### src/rtl/regfile_port_arbiter_pkg.sv
// Shared constants and types for the register-file port arbiter.
//   DW        data width, must match the register file
//   AW        register address width (2**AW registers)
//   REG_ZERO  hard-zero register index
//   REQ_CORE  requester index of the core datapath
//   REQ_DBG   requester index of the debug/loader port
package regfile_port_arbiter_pkg;

    localparam int unsigned DW = 32;
    localparam int unsigned AW = 5;

    localparam logic [AW-1:0] REG_ZERO = '0;

    localparam int unsigned REQ_CORE = 0;
    localparam int unsigned REQ_DBG  = 1;

    typedef logic [AW-1:0] reg_addr_t;
    typedef logic [DW-1:0] reg_data_t;

endpackage

### src/rtl/regfile_port_arbiter_rr_arb2.sv
// Two-way round-robin arbiter.
//   clk  rising-edge clock
//   rst  synchronous active-high reset; forces gnt low and pointer to REQ_CORE
//   req  request vector, bit i = requester i
//   gnt  one-hot (or zero) grant vector, combinational from req
// The pointer names the requester preferred on contention and only moves when both request.
module rr_arb2
    import regfile_port_arbiter_pkg::*;
(
    input  logic       clk,
    input  logic       rst,
    input  logic [1:0] req,
    output logic [1:0] gnt
);

    logic ptr_q;
    logic ptr_d;

    always_comb begin
        gnt   = 2'b00;
        ptr_d = ptr_q;
        if (!rst) begin
            case (req)
                2'b01:   gnt[REQ_CORE] = 1'b1;
                2'b10:   gnt[REQ_DBG]  = 1'b1;
                2'b11: begin
                    if (ptr_q) gnt[REQ_DBG]  = 1'b1;
                    else       gnt[REQ_CORE] = 1'b1;
                    ptr_d = ~ptr_q;
                end
                default: gnt = 2'b00;
            endcase
        end
    end

    always_ff @(posedge clk) begin
        if (rst) ptr_q <= 1'b0;
        else     ptr_q <= ptr_d;
    end

endmodule

### src/rtl/regfile_port_arbiter.sv
// Shares a 2R1W register file between two requesters.
//   Clk, Rst                 clock, synchronous active-high reset
//   RdReq*/RdAddr*           per-requester read request (pulse) and address
//   RdValid*/RdData*         registered read response, one cycle after RdReq
//   WrReq*/WrAddr*/WrData*   write request, held until WrGnt
//   WrGnt*                   combinational write grant
//   Ard1/Ard2, Dout1/Dout2   regfile read ports (requester 0 -> port 1, requester 1 -> port 2)
//   Awr/Din/WrEn             regfile write port, driven from the registered W stage
module regfile_port_arbiter #(
    parameter int unsigned DW = regfile_port_arbiter_pkg::DW,
    parameter int unsigned AW = regfile_port_arbiter_pkg::AW
) (
    input  logic          Clk,
    input  logic          Rst,
    input  logic          RdReq0,
    input  logic [AW-1:0] RdAddr0,
    output logic          RdValid0,
    output logic [DW-1:0] RdData0,
    input  logic          RdReq1,
    input  logic [AW-1:0] RdAddr1,
    output logic          RdValid1,
    output logic [DW-1:0] RdData1,
    input  logic          WrReq0,
    input  logic [AW-1:0] WrAddr0,
    input  logic [DW-1:0] WrData0,
    input  logic          WrReq1,
    input  logic [AW-1:0] WrAddr1,
    input  logic [DW-1:0] WrData1,
    output logic          WrGnt0,
    output logic          WrGnt1,
    output logic [AW-1:0] Ard1,
    output logic [AW-1:0] Ard2,
    input  logic [DW-1:0] Dout1,
    input  logic [DW-1:0] Dout2,
    output logic [AW-1:0] Awr,
    output logic [DW-1:0] Din,
    output logic          WrEn
);

    import regfile_port_arbiter_pkg::*;

    localparam logic [AW-1:0] Zero = AW'(REG_ZERO);

    logic [1:0]    gnt;
    logic [AW-1:0] sel_addr;
    logic [DW-1:0] sel_data;

    logic          w_valid_q;
    logic [AW-1:0] awr_q;
    logic [DW-1:0] din_q;

    logic          rd_valid0_q, rd_valid1_q;
    logic [DW-1:0] rd_data0_q, rd_data1_q;
    logic [DW-1:0] rd_data0_d, rd_data1_d;

    assign Ard1 = RdAddr0;
    assign Ard2 = RdAddr1;

    rr_arb2 u_arb (
        .clk (Clk),
        .rst (Rst),
        .req ({WrReq1, WrReq0}),
        .gnt (gnt)
    );

    assign WrGnt0 = gnt[REQ_CORE];
    assign WrGnt1 = gnt[REQ_DBG];

    always_comb begin
        sel_addr = WrAddr0;
        sel_data = WrData0;
        if (gnt[REQ_DBG]) begin
            sel_addr = WrAddr1;
            sel_data = WrData1;
        end
    end

    // W stage: a write to r0 is granted but never becomes valid, so it never commits.
    always_ff @(posedge Clk) begin
        if (Rst) begin
            w_valid_q <= 1'b0;
            awr_q     <= '0;
            din_q     <= '0;
        end else if (|gnt) begin
            w_valid_q <= (sel_addr != Zero);
            awr_q     <= sel_addr;
            din_q     <= sel_data;
        end else begin
            w_valid_q <= 1'b0;
        end
    end

    // Gating with Rst keeps a write already in the W stage from committing during reset.
    assign WrEn = w_valid_q & ~Rst;
    assign Awr  = awr_q;
    assign Din  = din_q;

    // The regfile only commits at the end of the W cycle, so Dout is stale for that
    // address; forward Din instead. r0 is forced to zero.
    always_comb begin
        rd_data0_d = Dout1;
        if (RdAddr0 == Zero)                       rd_data0_d = '0;
        else if (w_valid_q && (awr_q == RdAddr0)) rd_data0_d = din_q;

        rd_data1_d = Dout2;
        if (RdAddr1 == Zero)                       rd_data1_d = '0;
        else if (w_valid_q && (awr_q == RdAddr1)) rd_data1_d = din_q;
    end

    always_ff @(posedge Clk) begin
        if (Rst) begin
            rd_valid0_q <= 1'b0;
            rd_valid1_q <= 1'b0;
            rd_data0_q  <= '0;
            rd_data1_q  <= '0;
        end else begin
            rd_valid0_q <= RdReq0;
            rd_valid1_q <= RdReq1;
            if (RdReq0) rd_data0_q <= rd_data0_d;
            if (RdReq1) rd_data1_q <= rd_data1_d;
        end
    end

    assign RdValid0 = rd_valid0_q;
    assign RdValid1 = rd_valid1_q;
    assign RdData0  = rd_data0_q;
    assign RdData1  = rd_data1_q;

endmodule

### config.mk
export PLATFORM = sky130hd
export DESIGN_NAME = regfile_port_arbiter
export DESIGN_NICKNAME = d
export VERILOG_FILES = /design/src/rtl/regfile_port_arbiter_pkg.sv /design/src/rtl/regfile_port_arbiter_rr_arb2.sv /design/src/rtl/regfile_port_arbiter.sv
export SDC_FILE = /design/constraint.sdc
export NUM_CORES = 1
export LEC_CHECK = 0
export ABC_AREA = 0
export CAP_MARGIN = 20
export CORE_MARGIN = 4
export CORE_UTILIZATION = 44
export DETAILED_ROUTE_END_ITERATION = 16
export PLACE_DENSITY = 0.95
export SKIP_LAST_GASP = 1
export SYNTH_ARGS = -nofsm -noshare
export SYNTH_HDL_FRONTEND = slang
export SYNTH_SLANG_ARGS = --single-unit
export TNS_END_PERCENT = 5
### constraint.sdc
create_clock -name Clk -period 3.9 [get_ports Clk]
set_input_delay 0.39 -clock Clk [delete_from_list [all_inputs] [get_ports Clk]]
set_output_delay 0.39 -clock Clk [all_outputs]
set_load 0.01 [all_outputs]
# Word-level counts from Yosys, hierarchy flattened
# Cells that the tools add are included.
[classes]
bitwise = 4
reduce_logical = 7
mux = 11
eq_ne = 5
[ops]
columns = ["op", "count"]
rows = [
  ["$mux 32", 5],
  ["$eq 5x5->1", 2],
  ["$logic_not 5->1", 2],
  ["$mux 5", 1],
  ["$reduce_bool 5->1", 1],
  ["$eq 2x2->1 const B", 2],
  ["$pmux 1 s2", 2],
  ["$reduce_or 2->1", 2],
  ["$not 1->1", 3],
  ["$eq 2x1->1 const B", 1],
  ["$logic_and 1x1->1", 2],
  ["$mux 1", 2],
  ["$mux 2", 1],
  ["$and 1x1->1", 1],
]
[totals]
out_inout_bits = 116
elab_cells = 35
regBits = 105

# Longest topological paths before layout
# Gate-level depths: netlist of run 1.
[logic_depth]
depth_word = 6
ltp_mapped = 7
depth_no_buf = 4

# Cells and area by module
# A second synthesis of run 1 with hierarchy kept.
[hier_totals]
cells_unflattened = 619
hier_area_um2 = 5343.9
[modules_own_cells]
columns = ["mod", "cells_each", "area_each_um2", "n_inst"]
rows = [
  ["regfile_port_arbiter", 611, 5272.6, 1],
  ["rr_arb2", 8, 71.3, 1],
]

# Worst setup path before layout of run 1
# No wires, ideal clock.
[synth_timing]
path_type = "register -> register"
start = "register awr_q[0], in the netlist Awr[0]"
end = "register rd_data0_q[10], in the netlist RdData0[10]"
arrival_ps = 1418
path_stages_with_launch = 7
setup_ps = 123
setup_slack_ps = 2358
path_cell_list = "dfxtp_1 xor2_1 nor4_4 and2_1 buf_6 buf_12 o211ai_2"
[synth_via]
elab_chain_cells = 4
[synth_rtl]
columns = ["item", "line", "source"]
rows = [
  ["start: declaration", "regfile_port_arbiter.sv:49", "logic [AW-1:0] awr_q;"],
  ["start signal: assignment", "regfile_port_arbiter.sv:86", "awr_q <= sel_addr;"],
  ["$eq 5x5->1", "regfile_port_arbiter.sv:103", "else if (w_valid_q && (awr_q == RdAddr0)) rd_data0_d = din_q;"],
  ["$logic_and 1x1->1", "regfile_port_arbiter.sv:103", ""],
  ["$mux 32", "regfile_port_arbiter.sv:103", ""],
  ["$mux 32", "regfile_port_arbiter.sv:102", "if (RdAddr0 == Zero) rd_data0_d = '0;"],
  ["end signal: assignment", "regfile_port_arbiter.sv:119", "if (RdReq0) rd_data0_q <= rd_data0_d;"],
  ["end: declaration", "regfile_port_arbiter.sv:53", "logic [DW-1:0] rd_data0_q, rd_data1_q;"],
]
# No other way between the ends.
# A chain may end at the register's enable or synchronous reset.

# Worst setup path in the final report of run 1
[layout_timing]
start = "input RdAddr1[2]"
end = "register rd_data1_q[31], in the netlist RdData1[31]"
[layout_via]
elab_chain_cells = 4
[layout_rtl]
columns = ["item", "line", "source"]
rows = [
  ["start: declaration", "regfile_port_arbiter.sv:20", "input logic [AW-1:0] RdAddr1,"],
  ["$eq 5x5->1", "regfile_port_arbiter.sv:107", "else if (w_valid_q && (awr_q == RdAddr1)) rd_data1_d = din_q;"],
  ["$logic_and 1x1->1", "regfile_port_arbiter.sv:107", ""],
  ["$mux 32", "regfile_port_arbiter.sv:107", ""],
  ["$mux 32 (*)", "regfile_port_arbiter.sv:106", "if (RdAddr1 == Zero) rd_data1_d = '0;"],
  ["end signal: assignment", "regfile_port_arbiter.sv:120", "if (RdReq1) rd_data1_q <= rd_data1_d;"],
  ["end: declaration", "regfile_port_arbiter.sv:53", ""],
]
# Every way passes the cells marked *; elsewhere a longest branch is shown, timed or not.

==> results of run 1 <==
==> power breakdown <==
| group | total, uW | internal [uW] | switching, uW | leakage (uW) |
|---|---|---|---|---|
| clock | 978 | 567 | 411 | 0.000157 |
| sequential | 1220 | 1150 | 68.2 | 0.000868 |
| combinational | 633 | 357 | 276 | 0.00233 |
==> path summary, 6_finish.rpt <==
path	startpoint	to	cells after the start
worst max register to register	Awr[2]$_SDFFE_PP0P_	RdData1[31]$_SDFFE_PP0P_	5
worst min-delay path	RdData0[6]$_SDFFE_PP0P_	RdData0[6]$_SDFFE_PP0P_	2
worst min register to register	RdData0[6]$_SDFFE_PP0P_	RdData0[6]$_SDFFE_PP0P_	2
worst max-delay path	RdAddr1[2]	RdData1[31]$_SDFFE_PP0P_	6
==> synthesized netlist by cell type <==
library cell | count | area [sq um]
buf_6 | 2 | 22.5
nor4_4 | 2 | 42.5
nand2b_4 | 1 | 13.8
nor3_1 | 3 | 15.0
nor2_1 | 44 | 165
nand4_1 | 64 | 400
xnor2_1 | 2 | 17.5
o211ai_2 | 61 | 763
buf_2 | 14 | 70.1
dfxtp_1 | 105 | 2100
clkbuf_1 | 33 | 124
nor2b_1 | 1 | 6.26
a21oi_2 | 1 | 8.76
o211ai_1 | 4 | 30.0
xor2_1 | 9 | 78.8
or4_1 | 1 | 7.51
or3_1 | 1 | 6.26
a211oi_1 | 38 | 285
nand2_1 | 130 | 488
buf_12 | 6 | 120
o311a_1 | 1 | 10.0
a21oi_4 | 1 | 16.3
inv_1 | 5 | 18.8
buf_4 | 11 | 82.6
buf_1 | 1 | 3.75
mux2i_1 | 37 | 370
nand2b_1 | 1 | 6.26
and2_1 | 4 | 25.0
==> layer usage <==
layer	up-vias	global-route usage (%)	wire length (um)
met1	2470	29.7	7260
li1	2544	-	-
met3	51	5.48	1320
met2	279	43.4	8830
met4	0	12.0	744
met5	-	0	0
==> cells by family after synthesis <==
kind of cell / after synthesis / share of synthesized area, %
AOI/OAI and AO/OA: 106 / 21.0
xor gates and xnor gates: 11 / 1.82
buffers and inverters: 72 / 8.33
DFF: 105 / 39.7
muxes: 37 / 6.99
and+or+nand+nor: 252 / 22.2
==> state kept, by name, indices dropped and copies added (netlist names) <==
| name | cells |
|---|---|
| Din | 32 |
| RdData1 | 32 |
| w_valid_q | 1 |
| RdData0 | 32 |
| RdValid1 | 1 |
| RdValid0 | 1 |
| Awr | 5 |
| u_arb.ptr_q | 1 |
==> critical path, cell delays in order <==
cell and delay (ns):
clkdlybuf4s50_1 0.53, xnor2_1 0.12, and2_1 0.13, buf_4 0.33
and2_2 0.87, o211ai_1 0.21
==> cell type report <==
cell class | instances | area (sq um) | area share [%]
multi-input cells | 406 | 2790 | 34.1
repair buffers | 281 | 2780 | 33.9
flip-flops and latches | 105 | 2100 | 25.7
clock buffers | 10 | 229 | 2.80
well taps | 143 | 179 | 2.19
clock inverters | 6 | 91.3 | 1.12
inverters | 5 | 18.8 | 0.229
==> through the flow <==
stage          util (%)  total power (uW)  setup WS, ns
3_5_place_dp       67.7              1870          1.13
4_1_cts            70.5              2840          1.48
5_1_grt            70.5              2930          1.36
2_1_floorplan         -              1490          2.36
3_3_place_gp       67.7              1860          1.18
6_report           70.5              2830          1.47
==> results.txt, run 1 <==
----------------------------------------------------
[Status]
  Run status ... completed

[Placement]
  Half-perimeter wire length after placement ... around 13 mm
  Cell count after placement ... 940
  Placement-stage cell area ... between 7000 and 8000 sq um
  Final RePlAce weighted congestion ... 0.839
  Buffers added on ports ... around 270

[Cells and area]
  Layout cell share with drive strength beyond 1 ... ~12%
  Post-layout net count ... just under 1000
  Antenna diodes ... 0
  Final cell count without fillers ... between 900 and 1000
  Syn-to-layout area delta ... 54.4%
  Post-route cell area ... 8190 sq um
  Commonest non-fill, non-tap cell in the layout ... clkdlybuf4s50_1
  Fillers ... 824
  Highest-count cells in the layout ignoring fill and taps ... clkdlybuf4s50_1 (268), nand2_1 (130), dfxtp_1 (105)

[Floorplanning]
  Total die area ... around 14000 sq um
  Effective utilization at floorplan ... around 46%
  Width of the die ... approximately 120 um
  Floorplan Core Area ... approximately 12000 sq um
  Vert. Die Dim ... roughly 120 um
  Row count ... 39
  Number of top-level pins ... 270

[Routing]
  Residual DRC ... 0
  Vias per cell ... ~5.6
  Routed wire length ... around 18 mm
  DRC marker count from the first detailed-route iteration ... 450
  First-pass detailed-route iteration total ... 5
  Final routed wire length divided by cell count ... roughly 19 um
  Vias after detailed routing ... about 5300
  Antenna-violating nets left ... 0

[GRT]
  First-pass GRT wire length ... approximately 29 mm
  Initial antenna violation count ... 0
  GR Overflow Total ... 0
  Pin count of the biggest net entering global routing ... 65
  Via count of the first global-routing pass ... about 5500
  GRT Util Overall ... around a quarter

[Clock tree]
  Setup Fix Bufs, Post-CTS ... 0
  Clock Path Buffers ... 2
  TritonCTS Buffers ... 9
  CTS Sinks ... 105
  CTS resizes ... 0
  Number of buffers added to fix hold violations after cts ... 0
  Cell at the root of the clock tree ... clkbuf_16
  CTS clock-pin slew for the worst setup and hold paths ... approximately 0.070 ns
  Clock tree from TritonCTS ... done
  Clock latency reported for the late side of the worst-skew pair ... approximately 0.34 ns
  CTS H-tree lvls ... 3

[Pwr]
  Pleak ... 0.00336 uW
  Power density cells ... about 350 nW/um^2
  IR drop worst, VDD ... about 0.24 mV

[Worst setup path]
  Req. time, crit path ... a little over 4 ns
  CP Launch Type ... input pin
  Reg-to-reg setup timing slack ... between 1.5 and 2 ns
  Critical Path Fanout Max ... 33
  Data arrival time at the worst-slack endpoint ... 2.60 ns
  Setup crit end kind ... flop
  Worst Path Class, Setup ... in2reg

[STA]
  Achievable clock frequency ... 412 MHz
  Normalized max-slew margin ... a little under a third
  Actual slew at the worst max-slew pin ... 1.04 ns
  Hold Slack ... approximately 0.46 ns
  Part of the cycle the worst path needs ... approximately 62%
  Shortest clock period the worst path allows after layout ... between 2 and 2.5 ns
  Count of final hold-check violations ... 0
  Fin Clk Skew ... around 0.011 ns
  Sum Neg Setup Slack ... 0 ns
  RSZ-0062 raised after global routing ... false
  Max Slew Vio Count ... 0
  Final setup violation count ... 0

[Synthesis]
  Synthesized area divided by synthesized cell count ... slightly above 9 sq um
  Net count of the mapped netlist ... between 700 and 800
  Syn Inst Count ... just under 600
  Total number of yosys warnings ... 0
  Number of library cell types mapped by synthesis ... 28
  Share of synthesized area occupied by flip-flops and latches ... between 30 and 40%
  Post-Synthesis Cell Area ... ~5300 sq um
  Seq cells post-synth ... between 100 and 150

[Min path]
  Type of the worst min-delay path ... reg2reg

[Job]
  Count of max-cap constraint violations ... 0

----------------------------------------------------
Note: power is estimated with default switching activity, not from simulation.
==> run 2: changes to the inputs <==
--- a/config.mk
+++ b/config.mk
@@ -8,9 +8,9 @@
 export ABC_AREA = 0
 export CAP_MARGIN = 20
 export CORE_MARGIN = 4
-export CORE_UTILIZATION = 44
+export CORE_UTILIZATION = 37
 export DETAILED_ROUTE_END_ITERATION = 16
-export PLACE_DENSITY = 0.95
+export PLACE_DENSITY = 0.89
 export SKIP_LAST_GASP = 1
 export SYNTH_ARGS = -nofsm -noshare
 export SYNTH_HDL_FRONTEND = slang
==> constraint.sdc (replaced) <==
create_clock -name Clk -period 2.2 [get_ports Clk]
set_input_delay 0.22 -clock Clk [delete_from_list [all_inputs] [get_ports Clk]]
set_output_delay 0.22 -clock Clk [all_outputs]
set_load 0.01 [all_outputs]
==> results.txt, run 2 (synthesized netlist as in run 1, its figures left out) <==
----------------------------------------------------
[Worst setup path]
  Data arrival time at the worst-slack endpoint ... 1.63 ns (-0.97 ns)
  Critical Path Fanout Max ... 4 (-88%)
  Worst reg2reg path startpoint ... Awr[3]$_SDFFE_PP0P_
  CP Launch Type ... input pin
  Setup crit end kind ... primary output
  Req. time, crit path ... 1.98 ns (-2.09 ns)
  Crit path launch ... WrReq1
  Worst Path Class, Setup ... in2out

[Clock tree]
  TritonCTS Buffers ... 9 (unchanged)
  CTS Sinks ... 105 (unchanged)
  CTS resizes ... 0 (unchanged)
  Clock Path Buffers ... 2 (unchanged)
  Setup Fix Bufs, Post-CTS ... 0 (unchanged)
  CTS H-tree lvls ... 3 (unchanged)
  Number of buffers added to fix hold violations after cts ... 0 (unchanged)
  CTS clock-pin slew for the worst setup and hold paths ... 0.07 ns (about the same)
  Clock latency reported for the late side of the worst-skew pair ... 0.34 ns (about the same)
  Clock tree from TritonCTS ... done
  Cell at the root of the clock tree ... clkbuf_16

[Floorplanning]
  Row count ... 43 (+10%)
  Width of the die ... 128 um (+8.4%)
  Effective utilization at floorplan ... 38.0% (-7.6 points)
  Vert. Die Dim ... 128 um (+8.4%)
  Total die area ... 16300 sq um (+18%)
  Number of top-level pins ... 270 (unchanged)
  Floorplan Core Area ... 13900 sq um (+20%)

[STA]
  Achievable clock frequency ... about 540 MHz
  Normalized max-slew margin ... 69.6% (+39 points)
  Max Slew Vio Count ... 0 (unchanged)
  Min setup slack post-route ... 0.348 ns (-1.12 ns)
  Sum Neg Setup Slack ... 0 ns (unchanged)
  Fin Clk Skew ... 0.00902 ns (-0.00218 ns)
  Part of the cycle the worst path needs ... 84.2%
  Count of final hold-check violations ... 0 (unchanged)
  Shortest clock period the worst path allows after layout ... about 1.9 ns
  Final setup violation count ... 0 (unchanged)
  RSZ-0062 raised after global routing ... false
  Actual slew at the worst max-slew pin ... 0.456 ns (-0.584 ns)

[GRT]
  GR Overflow Total ... 0 (unchanged)
  Pin count of the biggest net entering global routing ... 46 (-29%)
  Initial antenna violation count ... 0 (unchanged)
  GRT Util Overall ... 21.7% (-3.5 points)
  Via count of the first global-routing pass ... 5207 (-4.9%)
  First-pass GRT wire length ... 28.3 mm (-1.3%)

[Routing]
  Vias per cell ... 5.39 (-3.6%)
  Routed wire length ... 18.5 mm (+1.9%)
  Antenna-violating nets left ... 0 (unchanged)
  DRC marker count from the first detailed-route iteration ... 324 (-28%)
  Vias after detailed routing ... 5422 (+1.5%)
  First-pass detailed-route iteration total ... 6 (+1)
  Residual DRC ... 0 (unchanged)
  Final routed wire length divided by cell count ... 18.4 um (-3.1%)

[Pwr]
  Pleak ... 0.00342 uW (+1.8%)
  Power density cells ... 579 nW/um^2 (+68%)
  Overall Power ... 4820 uW (+71%)
  IR drop worst, VDD ... 0.368 mV (+52%)

[Cells and area]
  Layout cell share with drive strength beyond 1 ... 13.6% (+1.4 points)
  Antenna diodes ... 0 (unchanged)
  Post-layout net count ... 975 (+1.4%)
  Final cell count without fillers ... 1006 (+5.2%)
  Multi-input gate area in the final layout ... 2790 sq um (+0.18%)
  Fillers ... 1159 (+41%)
  Syn-to-layout area delta ... 57.3%
  Highest-count cells in the layout ignoring fill and taps ... clkdlybuf4s50_1 (268), nand2_1 (130), dfxtp_1 (105)
  Commonest non-fill, non-tap cell in the layout ... clkdlybuf4s50_1
  Flip-flop and latch area ... 2100 sq um (unchanged)

[Min path]
  Hold_sp ... Rst
  Type of the worst min-delay path ... in2reg

[Status]
  Run status ... completed

[Placement]
  Half-perimeter wire length after placement ... 14.3 mm (+8.1%)
  Setup slack after placement ... 0.237 ns (-0.894 ns)
  Final RePlAce weighted congestion ... 0.825 (-1.7%)
  Cell count after placement ... 990 (+5.3%)
  Buffers added on ports ... 269 (unchanged)

[Job]
  Count of max-cap constraint violations ... 0 (unchanged)

----------------------------------------------------
==> run 2: layout make-up <==
class | instances | share of cell area, %
clock buffers | 11 | 2.91
multi-input cells | 406 | 33.5
clock inverters | 5 | 0.375
repair buffers | 294 | 35.1
well taps | 180 | 2.70
flip-flops and latches | 105 | 25.2
inverters | 5 | 0.225
==> run 2: final timing paths <==
path                               to  slack, ns  cells after the start
max                            WrGnt0       0.35                      3
min               Awr[3]$_SDFFE_PP0P_       0.28                      2
max reg2reg   RdData1[4]$_SDFFE_PP0P_       0.59                      5
min reg2reg  RdData1[21]$_SDFFE_PP0P_       0.46                      2
==> run 2: stage by stage <==
step           hold slack [ns]  utilization, %  cell area, sq um
2_1_floorplan            0.335               -              5300
3_3_place_gp             0.446            57.9              8060
3_5_place_dp             0.449            57.9              8060
4_1_cts                  0.261            59.8              8340
5_1_grt                  0.299            59.8              8340
6_report                 0.278            59.8              8340
==> run 2: power breakdown <==
part	switching [uW]	internal, uW
Clock	717	797
Combinational	503	653
Sequential	122	2030
==> run 2: critical path, stage by stage <==
cell and delay (ns):
clkdlybuf4s50_1 0.50, a211oi_1 0.29, clkdlybuf4s50_1 0.62
==> run 2: metal layers <==
layer	part of all wire, %	track usage [%]	up-vias
li1	-	-	2573
met1	39	26.3	2540
met3	9.2	5.58	26
met4	1.8	6.55	0
met5	0	0	-
met2	50	37.9	283
==> run 3: changes to the inputs <==
==> constraint.sdc (replaced) <==
create_clock -name Clk -period 1.6 [get_ports Clk]
set_input_delay 0.16 -clock Clk [delete_from_list [all_inputs] [get_ports Clk]]
set_output_delay 0.16 -clock Clk [all_outputs]
set_load 0.01 [all_outputs]
==> results.txt, run 3 (synthesized netlist as in run 1, its figures left out) <==
----------------------------------------------------
[Worst setup path]
  Setup crit end kind ... flop
  Worst path buffer plus inverter count ... 1 (-1)
  Req. time, crit path ... 1.82 ns (-0.16 ns)
  Worst reg2reg path startpoint ... Awr[0]$_SDFFE_PP0P_
  Reg-to-reg setup timing slack ... -0.02 ns (-0.61 ns)
  Data arrival time at the worst-slack endpoint ... 1.85 ns (+0.22 ns)
  Worst Path Class, Setup ... reg2reg
  Critical Path Max Stage Delay ... 0.35 ns (-0.27 ns)
  Kind of cell adding the most delay to the critical path ... simple AND/OR/NAND/NOR gates
  CP Launch Type ... flop
  Worst r2r dst ... RdData0[16]$_SDFFE_PP0P_
  Cell-by-cell listing of the critical path ... xor2_1 -> nor4_4 -> and2_2 -> buf_12 -> o211ai_2
  Critical Path Fanout Max ... 20 (+16)
  Master of the slowest instance on the critical path ... dfxtp_1
  Worst reg2reg path depth ... 5 (unchanged)

[Clock tree]
  CTS Sinks ... 105 (unchanged)
  Cell at the root of the clock tree ... clkbuf_16
  CTS clock-pin slew for the worst setup and hold paths ... 0.07 ns (about the same)
  CTS H-tree lvls ... 3 (unchanged)
  TritonCTS Buffers ... 9 (unchanged)
  Clock latency reported for the late side of the worst-skew pair ... 0.34 ns (about the same)
  Clock Path Buffers ... 2 (unchanged)
  Clock tree from TritonCTS ... done

[Min path]
  Type of the worst min-delay path ... in2reg
  Hold_sp ... Rst
  Worst Hold Path EP ... RdValid0$_SDFF_PP0_
  Min-Delay Path Depth ... 3 (+1)

[Routing]
  First-pass detailed-route iteration total ... 5 (-1)
  Final routed wire length divided by cell count ... 18.8 um (+2.1%)
  Vias per cell ... 5.32 (-1.3%)
  Vias after detailed routing ... 5459 (+0.68%)
  Residual DRC ... 0 (unchanged)
  DRC marker count from the first detailed-route iteration ... 366 (+13%)
  Antenna-violating nets left ... 0 (unchanged)
  Routed wire length ... 19.3 mm (+4.1%)

[Pwr]
  IR drop worst, VDD ... 0.435 mV (+18%)
  Power density cells ... 795 nW/um^2 (+37%)
  Pleak ... 0.00357 uW (+4.5%)

[STA]
  Count of final hold-check violations ... 0 (unchanged)
  Fin Clk Skew ... 0.00512 ns (-0.00389 ns)
  RSZ-0062 raised after global routing ... true
  Shortest clock period the worst path allows after layout ... roughly 1.6 ns
  Final setup violation count ... 19 (+19)
  Max Slew Vio Count ... 0 (unchanged)
  Hold Slack ... 0.185 ns (-0.0930 ns)
  Sum Neg Setup Slack ... -0.124 ns (-0.124 ns)
  Part of the cycle the worst path needs ... 101%
  Min setup slack post-route ... -0.0215 ns (-0.369 ns)
  Normalized max-slew margin ... 73.2% (+3.6 points)
  Achievable clock frequency ... 617 MHz
  Actual slew at the worst max-slew pin ... 0.399 ns (-0.0564 ns)

[Cells and area]
  Fillers ... 1116 (-3.7%)
  Layout cell share with drive strength beyond 1 ... 15.6% (+2.0 points)
  Highest-count cells in the layout ignoring fill and taps ... clkdlybuf4s50_1 (267), nand2_1 (130), dfxtp_1 (103)
  Antenna diodes ... 0 (unchanged)
  Commonest non-fill, non-tap cell in the layout ... clkdlybuf4s50_1
  Final cell count without fillers ... 1026 (+2.0%)
  Post-layout net count ... 996 (+2.2%)
  Syn-to-layout area delta ... 63.1%
  Post-route cell area ... 8650 sq um (+3.7%)

[Placement]
  Cell count after placement ... 1009 (+1.9%)
  Half-perimeter wire length after placement ... 14.8 mm (+3.4%)
  Placement-stage cell area ... 8320 sq um (+3.2%)
  Setup slack after placement ... -0.347 ns (-0.584 ns)
  Final RePlAce weighted congestion ... 0.896 (+8.6%)
  Buffers added on ports ... 269 (unchanged)

[Floorplanning]
  Effective utilization at floorplan ... 38.0% (unchanged)
  Row count ... 43 (unchanged)
  Vert. Die Dim ... 128 um (unchanged)
  Floorplan Core Area ... 13900 sq um (unchanged)
  Total die area ... 16300 sq um (unchanged)
  Width of the die ... 128 um (unchanged)
  Number of top-level pins ... 270 (unchanged)

[GRT]
  Pin count of the biggest net entering global routing ... 41 (-11%)
  GR Overflow Total ... 0 (unchanged)
  Initial antenna violation count ... 0 (unchanged)
  Via count of the first global-routing pass ... 5434 (+4.4%)
  GRT Util Overall ... 22.7% (+0.96 points)
  First-pass GRT wire length ... 29.3 mm (+3.4%)

[Job]
  Count of max-cap constraint violations ... 0 (unchanged)

[Status]
  Failing checks ... setup timing
  Run status ... complete, but fails checks

----------------------------------------------------
[run 3: cell types whose count changed in the layout (fill, tap and decap cells not counted), sizes merged]
cell           delta
bufinv            +1
dlygate4sd2       +1
clkinv            -3
clkdlybuf4s50     -1
clkbuf            +2
buf              +21
clkinvlp          -1
[run 3: power breakdown]
group	total, uW	leakage (uW)	internal [uW]	switching, uW
clock network	2220	0.000140	1250	962
registers	2960	0.000869	2800	158
logic	1700	0.00256	971	727
total	6870	0.00357	5020	1850
[run 3: layer usage]
layer  track usage [%]  vias to the layer above  share of wire (%)  wire (um)
met2              39.8                      251                 50       9640
met5                 0                        -                  0          0
met1              27.4                     2563                 40       7650
met3              4.67                       35                7.8       1510
met4              8.30                        0                2.4        462
li1                  -                     2610                  -          -
[run 3: worst register-to-register path, cell delays in order (launching register included)]
cell,delay [ns]
dfxtp_1,0.35
xor2_1,0.20
nor4_4,0.35
and2_2,0.27
buf_12,0.20
o211ai_2,0.13
[run 3: timing repair]
| item | CTS | global route |
|---|---|---|
| hold endpoints to repair | 0 | 0 |
| resized for setup | 2 | 7 |
| hold buffers | 0 | 0 |
| setup endpoints to repair | 55 | 59 |
| buffers inserted | 1 | 1 |
| pin swaps | 1 | 2 |
[run 3: worst max path at each step]
stage,start,endpoint,slack [ns],cells after the start
after floorplan,Awr[0]$_SDFFE_PP0P_,RdData0[10]$_SDFFE_PP0P_,0.06,6
after global placement,RdAddr1[0],RdData1[0]$_SDFFE_PP0P_,-0.29,6
after detailed placement,RdAddr1[0],RdData1[0]$_SDFFE_PP0P_,-0.35,6
after CTS,Awr[0]$_SDFFE_PP0P_,RdData1[0]$_SDFFE_PP0P_,-0.09,5
after global routing,Awr[1]$_SDFFE_PP0P_,RdData1[0]$_SDFFE_PP0P_,-0.09,5
final,Awr[0]$_SDFFE_PP0P_,RdData0[16]$_SDFFE_PP0P_,-0.02,5
[run 3: through the flow]
stage               util [%]  power (uW)
floorplan                  -        3630
global placement        59.7        4660
detailed placement      59.7        4690
CTS                     61.8        6900
global route            62.0        7110
finish                  62.0        6870
[run 3: final cells by class]
cell class / count / area, sq um / share of cell area (%)
inverter: 5 / 18.8 / 0.217
clock inverter: 2 / 38.8 / 0.449
clock buffer: 13 / 250 / 2.89
tap: 180 / 225 / 2.60
timing repair buffer: 315 / 3210 / 37.2
multi-input combinational: 406 / 2790 / 32.3
sequential: 105 / 2100 / 24.3
